## src/rtl/pipe_elastic_buffer_pkg.sv

```systemverilog
// Shared constants and types for the pipeline elastic output buffer.
// The datapath width and default depth are common to the pipeline stage
// and the buffer, so both pick them up from here.
package pipe_elastic_buffer_pkg;

    // Datapath word width of the pipeline.
    localparam int unsigned PIPE_WIDTH = 32;

    // Default number of buffered words (power of two, at least 2).
    localparam int unsigned PIPE_DEPTH = 4;

    // Per-cycle buffer operation, derived from the two handshakes.
    typedef enum logic [1:0] {
        BUF_IDLE = 2'b00,
        BUF_POP  = 2'b01,
        BUF_PUSH = 2'b10,
        BUF_BOTH = 2'b11
    } buf_op_e;

    // Classify the cycle from the qualified push and pop strobes.
    function automatic buf_op_e decode_op(input logic push, input logic pop);
        buf_op_e op;
        if (push && pop) begin
            op = BUF_BOTH;
        end else if (push) begin
            op = BUF_PUSH;
        end else if (pop) begin
            op = BUF_POP;
        end else begin
            op = BUF_IDLE;
        end
        return op;
    endfunction

endpackage

```

## src/rtl/pipe_buf_ram.sv

```systemverilog
// Storage array for the elastic buffer: DEPTH x WIDTH registers with one
// synchronous write port and one asynchronous read port. Contents are
// deliberately not reset; only the surrounding pointers are.
module pipe_buf_ram
    import pipe_elastic_buffer_pkg::*;
#(
    parameter int unsigned WIDTH = PIPE_WIDTH,
    parameter int unsigned DEPTH = PIPE_DEPTH
) (
    input  logic                     clk,
    input  logic                     we,
    input  logic [$clog2(DEPTH)-1:0] waddr,
    input  logic [WIDTH-1:0]         wdata,
    input  logic [$clog2(DEPTH)-1:0] raddr,
    output logic [WIDTH-1:0]         rdata
);

    logic [WIDTH-1:0] mem [DEPTH];

    // Write the offered word into its slot on the rising edge.
    always_ff @(posedge clk) begin
        if (we) begin
            mem[waddr] <= wdata;
        end
    end

    assign rdata = mem[raddr];

endmodule

```

## src/rtl/pipe_elastic_buffer.sv

```systemverilog
// Elastic output buffer placed after the stallable pipeline stage.
// Absorbs up to DEPTH words so consumer back-pressure does not stall the
// pipeline at once, and presents the head word first-word-fall-through.
// in_allow is a function of registered occupancy only, so there is no
// combinational path from out_allow back to the pipeline.
module pipe_elastic_buffer
    import pipe_elastic_buffer_pkg::*;
#(
    parameter int unsigned WIDTH = PIPE_WIDTH,
    parameter int unsigned DEPTH = PIPE_DEPTH
) (
    input  logic                   clk,
    input  logic                   rst,
    input  logic                   flush,
    input  logic                   validin,
    input  logic [WIDTH-1:0]       datain,
    output logic                   in_allow,
    output logic                   validout,
    output logic [WIDTH-1:0]       dataout,
    input  logic                   out_allow,
    output logic [$clog2(DEPTH):0] count
);

    localparam int unsigned AW = $clog2(DEPTH);
    localparam int unsigned CW = AW + 1;
    localparam logic [CW-1:0] FULL_COUNT = CW'(DEPTH);

    logic [AW-1:0]    wr_ptr;
    logic [AW-1:0]    rd_ptr;
    logic [WIDTH-1:0] rd_data;
    logic             push;
    logic             pop;
    buf_op_e          op;

    // Handshake flags from registered occupancy.
    assign in_allow = (count != FULL_COUNT);
    assign validout = (count != '0);

    assign push = validin && in_allow;
    assign pop  = validout && out_allow;
    assign op   = decode_op(push, pop);

    // Head word is forced to zero while the buffer is empty.
    assign dataout = validout ? rd_data : '0;

    pipe_buf_ram #(
        .WIDTH (WIDTH),
        .DEPTH (DEPTH)
    ) u_ram (
        .clk   (clk),
        .we    (push && !flush),
        .waddr (wr_ptr),
        .wdata (datain),
        .raddr (rd_ptr),
        .rdata (rd_data)
    );

    // Pointer and occupancy update; flush overrides any push or pop.
    always_ff @(posedge clk or posedge rst) begin
        if (rst) begin
            wr_ptr <= '0;
            rd_ptr <= '0;
            count  <= '0;
        end else if (flush) begin
            wr_ptr <= '0;
            rd_ptr <= '0;
            count  <= '0;
        end else begin
            unique case (op)
                BUF_PUSH: begin
                    wr_ptr <= wr_ptr + AW'(1);
                    count  <= count + CW'(1);
                end
                BUF_POP: begin
                    rd_ptr <= rd_ptr + AW'(1);
                    count  <= count - CW'(1);
                end
                BUF_BOTH: begin
                    wr_ptr <= wr_ptr + AW'(1);
                    rd_ptr <= rd_ptr + AW'(1);
                end
                default: begin
                end
            endcase
        end
    end

endmodule

```

## config.mk

```make
export PLATFORM = sky130hd
export DESIGN_NAME = pipe_elastic_buffer
export DESIGN_NICKNAME = d
export VERILOG_FILES = /design/src/rtl/pipe_elastic_buffer_pkg.sv /design/src/rtl/pipe_buf_ram.sv /design/src/rtl/pipe_elastic_buffer.sv
export SDC_FILE = /design/constraint.sdc
export NUM_CORES = 1
export LEC_CHECK = 0
export BUFFER_PORTS_ARGS = -buffer_cell sky130_fd_sc_hd__buf_2
export CAP_MARGIN = 10
export CORE_UTILIZATION = 60
export DETAILED_ROUTE_END_ITERATION = 6
export GPL_TIMING_DRIVEN = 0
export HOLD_SLACK_MARGIN = 0.12
export PLACE_DENSITY = 0.83
export SLEW_MARGIN = 20
export SYNTH_ARGS = -nofsm -noshare
export SYNTH_HDL_FRONTEND = slang
export SYNTH_SLANG_ARGS = --single-unit
export TNS_END_PERCENT = 10
```

## constraint.sdc

```tcl
create_clock -name clk -period 3.6 [get_ports clk]
set_input_delay 0.36 -clock clk [delete_from_list [all_inputs] [get_ports clk]]
set_output_delay 0.36 -clock clk [all_outputs]
set_load 0.03 [all_outputs]
```

# Word-level counts from Yosys, hierarchy flattened
# Memories as Yosys holds them, arrays and structs flattened.
# Cells that the tools add are included.
dict set report classes {
  n_eq_ne 4
  addsub 4
  reduce_logical 11
  n_mux 12
}
# cell n
set op_table {}
lappend op_table {{32-bit 2-to-1 mux} 1}
lappend op_table {{2-bit 2-to-1 mux} 6}
lappend op_table {{3-bit case mux with 2 select lines} 1}
lappend op_table {{3-bit nonzero test} 2}
lappend op_table {{2-bit by 1-bit adder with 2-bit output (second input constant)} 2}
lappend op_table {{2-bit == test (second input constant)} 2}
lappend op_table {{1-bit logical AND} 4}
lappend op_table {{2-bit nonzero test} 2}
lappend op_table {{2-bit OR reduction} 2}
lappend op_table {{3-bit by 1-bit adder with 3-bit output (second input constant)} 1}
lappend op_table {{1-bit 2-to-1 mux} 3}
lappend op_table {{3-bit 2-to-1 mux} 1}
lappend op_table {{3-bit != test (second input constant)} 1}
lappend op_table {{3-bit by 1-bit subtractor with 3-bit output (second input constant)} 1}
lappend op_table {{2-bit by 1-bit == test with 1-bit output (second input constant)} 1}
lappend op_table {{1-bit logical NOT} 1}
dict set report totals {
  n_memories 1
  wordCells 35
  out_inout_bits 37
  register_bits 7
  mem_bits_rw 128
  input_bits 37
}
# memory words word_bits rd rd_ports_with_merged_regs wr line_no
set memory_table {}
lappend memory_table {u_ram.mem 4 32 1 0 1 pipe_buf_ram.sv:18} ;# logic [WIDTH-1:0] mem [DEPTH];

# Depth between registers and ports, before layout
dict set report logic_depth {
  ltp_word 9
  ltp_mapped 9
  ltp_nobuf 8
}

# Cells and area by module
# From an unflattened synthesis, not the netlist that was laid out.
dict set report unflattened {
  cells_unflattened 265
  area_unflattened_um2 5425.2
}
# mod n_inst cells_each seq_area_each_um2 area_per_inst_um2
set by_module_without_submodules {}
lappend by_module_without_submodules {pipe_buf_ram 1 171 3843.7 4689.5}
lappend by_module_without_submodules {pipe_elastic_buffer 1 94 175.2 735.7}

# Least setup slack after synthesis
# OpenSTA, ideal clock, no wires.
dict set report synth_timing {
  path_kind {flip-flop to flip-flop}
  startpoint {reg count[0]}
  endpoint {mem u_ram.mem[0][0] (netlist name) (enable)}
  setup_ns 0.392
  path_buffers 0
  setup_slack_ns 1.115
  period_less_slack_ns 2.485
  path_stages_with_launch 5
  required_ns 3.208
  arrival_time_ns 2.093
  cell_sequence {dfrtp_1 or3b_1 nand2_2 nor2_1 and2_1}
}
dict set report synth_via {
  elab_chain_cells 5
}
# item line_no
set synth_rtl {}
lappend synth_rtl {{from (decl)} pipe_elastic_buffer.sv:21} ;# output logic [$clog2(DEPTH):0] count
lappend synth_rtl {{from (signal assigned)} pipe_elastic_buffer.sv:72} ;# count <= count + CW'(1);
lappend synth_rtl {{from (signal assigned)} pipe_elastic_buffer.sv:76} ;# count <= count - CW'(1);
lappend synth_rtl {{3-bit != test} pipe_elastic_buffer.sv:36} ;# assign in_allow = (count != FULL_COUNT);
lappend synth_rtl {{via in_allow} pipe_elastic_buffer.sv:17} ;# output logic in_allow,
lappend synth_rtl {{1-bit logical AND} pipe_elastic_buffer.sv:39} ;# assign push = validin && in_allow;
lappend synth_rtl {{1-bit logical AND} pipe_elastic_buffer.sv:51} ;# .we (push && !flush),
lappend synth_rtl {{1-bit 2-to-1 mux} pipe_buf_ram.sv:22} ;# if (we) begin
lappend synth_rtl {{1-bit 2-to-1 mux (implied by the code)} pipe_buf_ram.sv:23} ;# mem[waddr] <= wdata;
lappend synth_rtl {{to (decl)} pipe_buf_ram.sv:18}
# The timed path passes the listed nets, and every way through them passes these cells.

# Final worst setup path
dict set report layout_timing {
  startpoint {reg count[1]}
  endpoint {out dataout[22]}
}
dict set report layout_via {
  elab_chain_cells 2
}
# item line_no
set layout_rtl {}
lappend layout_rtl {{3-bit nonzero test} pipe_elastic_buffer.sv:37} ;# assign validout = (count != '0);
lappend layout_rtl {{32-bit 2-to-1 mux} pipe_elastic_buffer.sv:44} ;# assign dataout = validout ? rd_data : '0;
lappend layout_rtl {{to (decl)} pipe_elastic_buffer.sv:19} ;# output logic [WIDTH-1:0] dataout,
# No other way between the ends.

==> impl_metrics.yaml <==
power_and_ir_drop:
  p_sw_uw: 1168
  leakage_uw: 0.002503
  peakVddDrop_uv: 457.5
  power.total_uw: 4229
  intPower_uw: 3061
  combPwrFrac_pct: 20.0
  p_seq_share_pct: 43.0
  clockPowerShare_pct: 37.0
  power.density_nw_per_um2: 613.8
  switching_share_pct: 27.62
sta:
  fmax_mhz: 385.7
  rsz0062_at_grt: "no"
  relSlewSlack_pct: 68.27
  skew_ns: 0.006201
  hold_violations: 0
  fin_setup_tns_ns: 0
  fin_crit_ns: 2.593
  slew_violations: 0
  period_share_pct: 72.02
  setup-violations-final: 0
  worstMarginPinSlew_ns: 0.4759
  hold_ws_ns: 0.2556
setup_path:
  crit_start: "count[1]$_DFFE_PP0P_"
  worstPathMaxFanout: 10
  critPathArrivalTime_ns: 2.23
  rr_startpoint: "count[1]$_DFFE_PP0P_"
  cp-start-kind: "flip-flop"
  critPathCaptureType: "output pin"
  critPathKind: "reg -> out"
  required_ns: 3.24
place:
  dpl_cell_area_um2: 6003
  place_hpwl_um: 5776
  io_buffers: 72
  place.gp.congestion: 0.7761
finish:
  antenna_cells: 0
  layout_commonest_cell: "edfxtp_1"
  postLayoutCellArea_um2: 6889
  fillers: 456
  final_nets: 439
  final_cell_mix: "edfxtp_1 (128), buf_2 (79), dlygate4sd3_1 (34)"
  area_delta_synth_final_pct: 27.04
  drive_gt1_share_pct: 37.32
clock_network:
  ctsHoldBuffers: 34
  clock_latency_ns: 0.52
  clk_pin_slew_ns: 0.06
  cts_tree: "built"
  numCtsBuffers: 17
  ctsRootBufferMaster: "clkbuf_8"
  cts.path.max_buffers: 2
  ctsResizeCount: 0
  cts_htree_levels: 4
  cts_setup_buffers: 0
  cts.sinks: 135
synth:
  syn_area_per_cell_um2: 20.23
  syn_area_um2: 5423
  ys_seq_elements: 135
  synth_cells: 268
  synth_cell_types: 31
  syn_nets: 310
  yosysWarnings: 0
  yosysSeqAreaShare_pct: 74.11
route:
  drc: 0
  wl_um: 9653
  first_pass_iters: 4
  vias: 2928
  antenna_left: 0
  drt_iter0_drc: 143
  avgViaCountPerCell: 5.653
  wl_per_cell_um: 18.64
hold_path:
  hold_path_class: "in -> reg"
  worstHoldStart: "validin"
global_route:
  antenna_found_initial: 0
  grt_remaining_overflow: 0
  grt_pass1_vias: 3071
  grt_pass1_wl_um: 15310
  grt_max_degree: 27
  grt_usage_pct: 22.47
floorplan:
  rows: 34
  die_h_um: 97.07
  start_util_pct: 62.18
  core-area_um2: 8721
  design.die.area_um2: 9422
  pin_count: 74
  dieWidth_um: 97.07
run:
  maxCapViolCount: 0
run_status:
  status: "finished, final reports clean"
final cells by class:
class	count	area, µm²	share of cell area [%]
multi-input cells	115	1276	18.53
inverters	3	11.26	0.1635
well taps	108	135.1	1.962
repair buffers	110	780.7	11.33
clock buffers	18	417.9	6.066
flip-flops and latches	135	4019	58.34
clock inverters	14	127.6	1.853
plain buffers	15	121.4	1.762
path summary, 6_finish.rpt:
path / end / slack, ns / cells past startpoint
min in group asynchronous: rd_ptr[1]$_DFFE_PP0P_ / 0.35 / 3
worst max register to register: count[2]$_DFFE_PP0P_ / 1.41 / 8
max in group asynchronous: rd_ptr[0]$_DFFE_PP0P_ / 3.04 / 3
worst max-delay path: dataout[22] / 1.01 / 5
worst min register to register: wr_ptr[1]$_DFFE_PP0P_ / 0.58 / 2
worst min-delay path: count[0]$_DFFE_PP0P_ / 0.26 / 5
per-layer routing:
layer | GRT usage [%] | routed length (µm) | vias up | share of wire [%]
met5 | 0 | 0 | - | 0
met4 | 9.989 | 188 | 0 | 1.9
met3 | 6.475 | 500 | 23 | 5.2
met2 | 36.94 | 5010 | 99 | 52
met1 | 28.03 | 3954 | 1480 | 41
li1 | - | - | 1326 | -
Yosys cell counts:
cell      count  area (µm²)
edfxtp_1    128        3844
and2_1       36       225.2
mux4_2       28       630.6
nor2_1        9       33.78
buf_2         7       35.03
dfrtp_1       7       175.2
nand2_1       5       18.77
clkbuf_1      4       15.01
ha_1          4       50.05
mux4_1        4       105.1
nand3_1       4       20.02
a21oi_1       3       15.01
buf_12        3       60.06
inv_1         3       11.26
o21ai_0       3       15.01
nor3_1        2       10.01
or3_1         2       12.51
xnor2_1       2       17.52
xor2_1        2       17.52
a31oi_1       1       6.260
a41oi_1       1       8.760
buf_6         1       11.26
fa_1          1       20.02
mux2_1        1       11.26
nand2_2       1       6.260
nand2b_1      1       6.260
nand4b_1      1       8.760
o221ai_1      1       8.760
or2_2         1       6.260
or3b_1        1       8.760
or3b_2        1       8.760
worst max-delay path, stage by stage (launching register included):
cell and delay (ns):
dfrtp_1 0.48, or3_1 0.39, buf_2 0.18, clkbuf_1 0.26, and2_1 0.23, buf_2 0.18
power by group through the flow:
| stage | Clock [µW] | Sequential, µW | Combinational (µW) |
|---|---|---|---|
| after floorplan | 0 | 1850 | 583 |
| after global placement | 0 | 1850 | 802 |
| final | 1570 | 1820 | 845 |
| after detailed placement | 0 | 1850 | 820 |
| after CTS | 1580 | 1820 | 854 |
| after global routing | 1650 | 1820 | 905 |
logic make-up after synthesis:
family	Yosys count	share of synthesized area, %
compound gates	9	0.9921
buf+inv	18	2.446
fa+ha+maj	5	1.292
mux	33	13.77
xor+xnor	4	0.6462
flops	135	74.11
simple gates	64	6.738
state kept, by name (all words and copies together) (netlist names):
signal and cells:
u_ram.mem 128, rd_ptr 2, count 3, wr_ptr 2
through the flow:
step / util [%] / std cells / setup WS (ns)
after floorplan: - / 268 / 1.115
after global placement: 67.86 / 448 / 0.8655
after detailed placement: 68.84 / 452 / 1.504
after CTS: 79.00 / 518 / 0.9881
after global routing: 79.00 / 518 / 0.8831
final: 79.00 / 518 / 1.007
(Power assumes the default switching activity.)
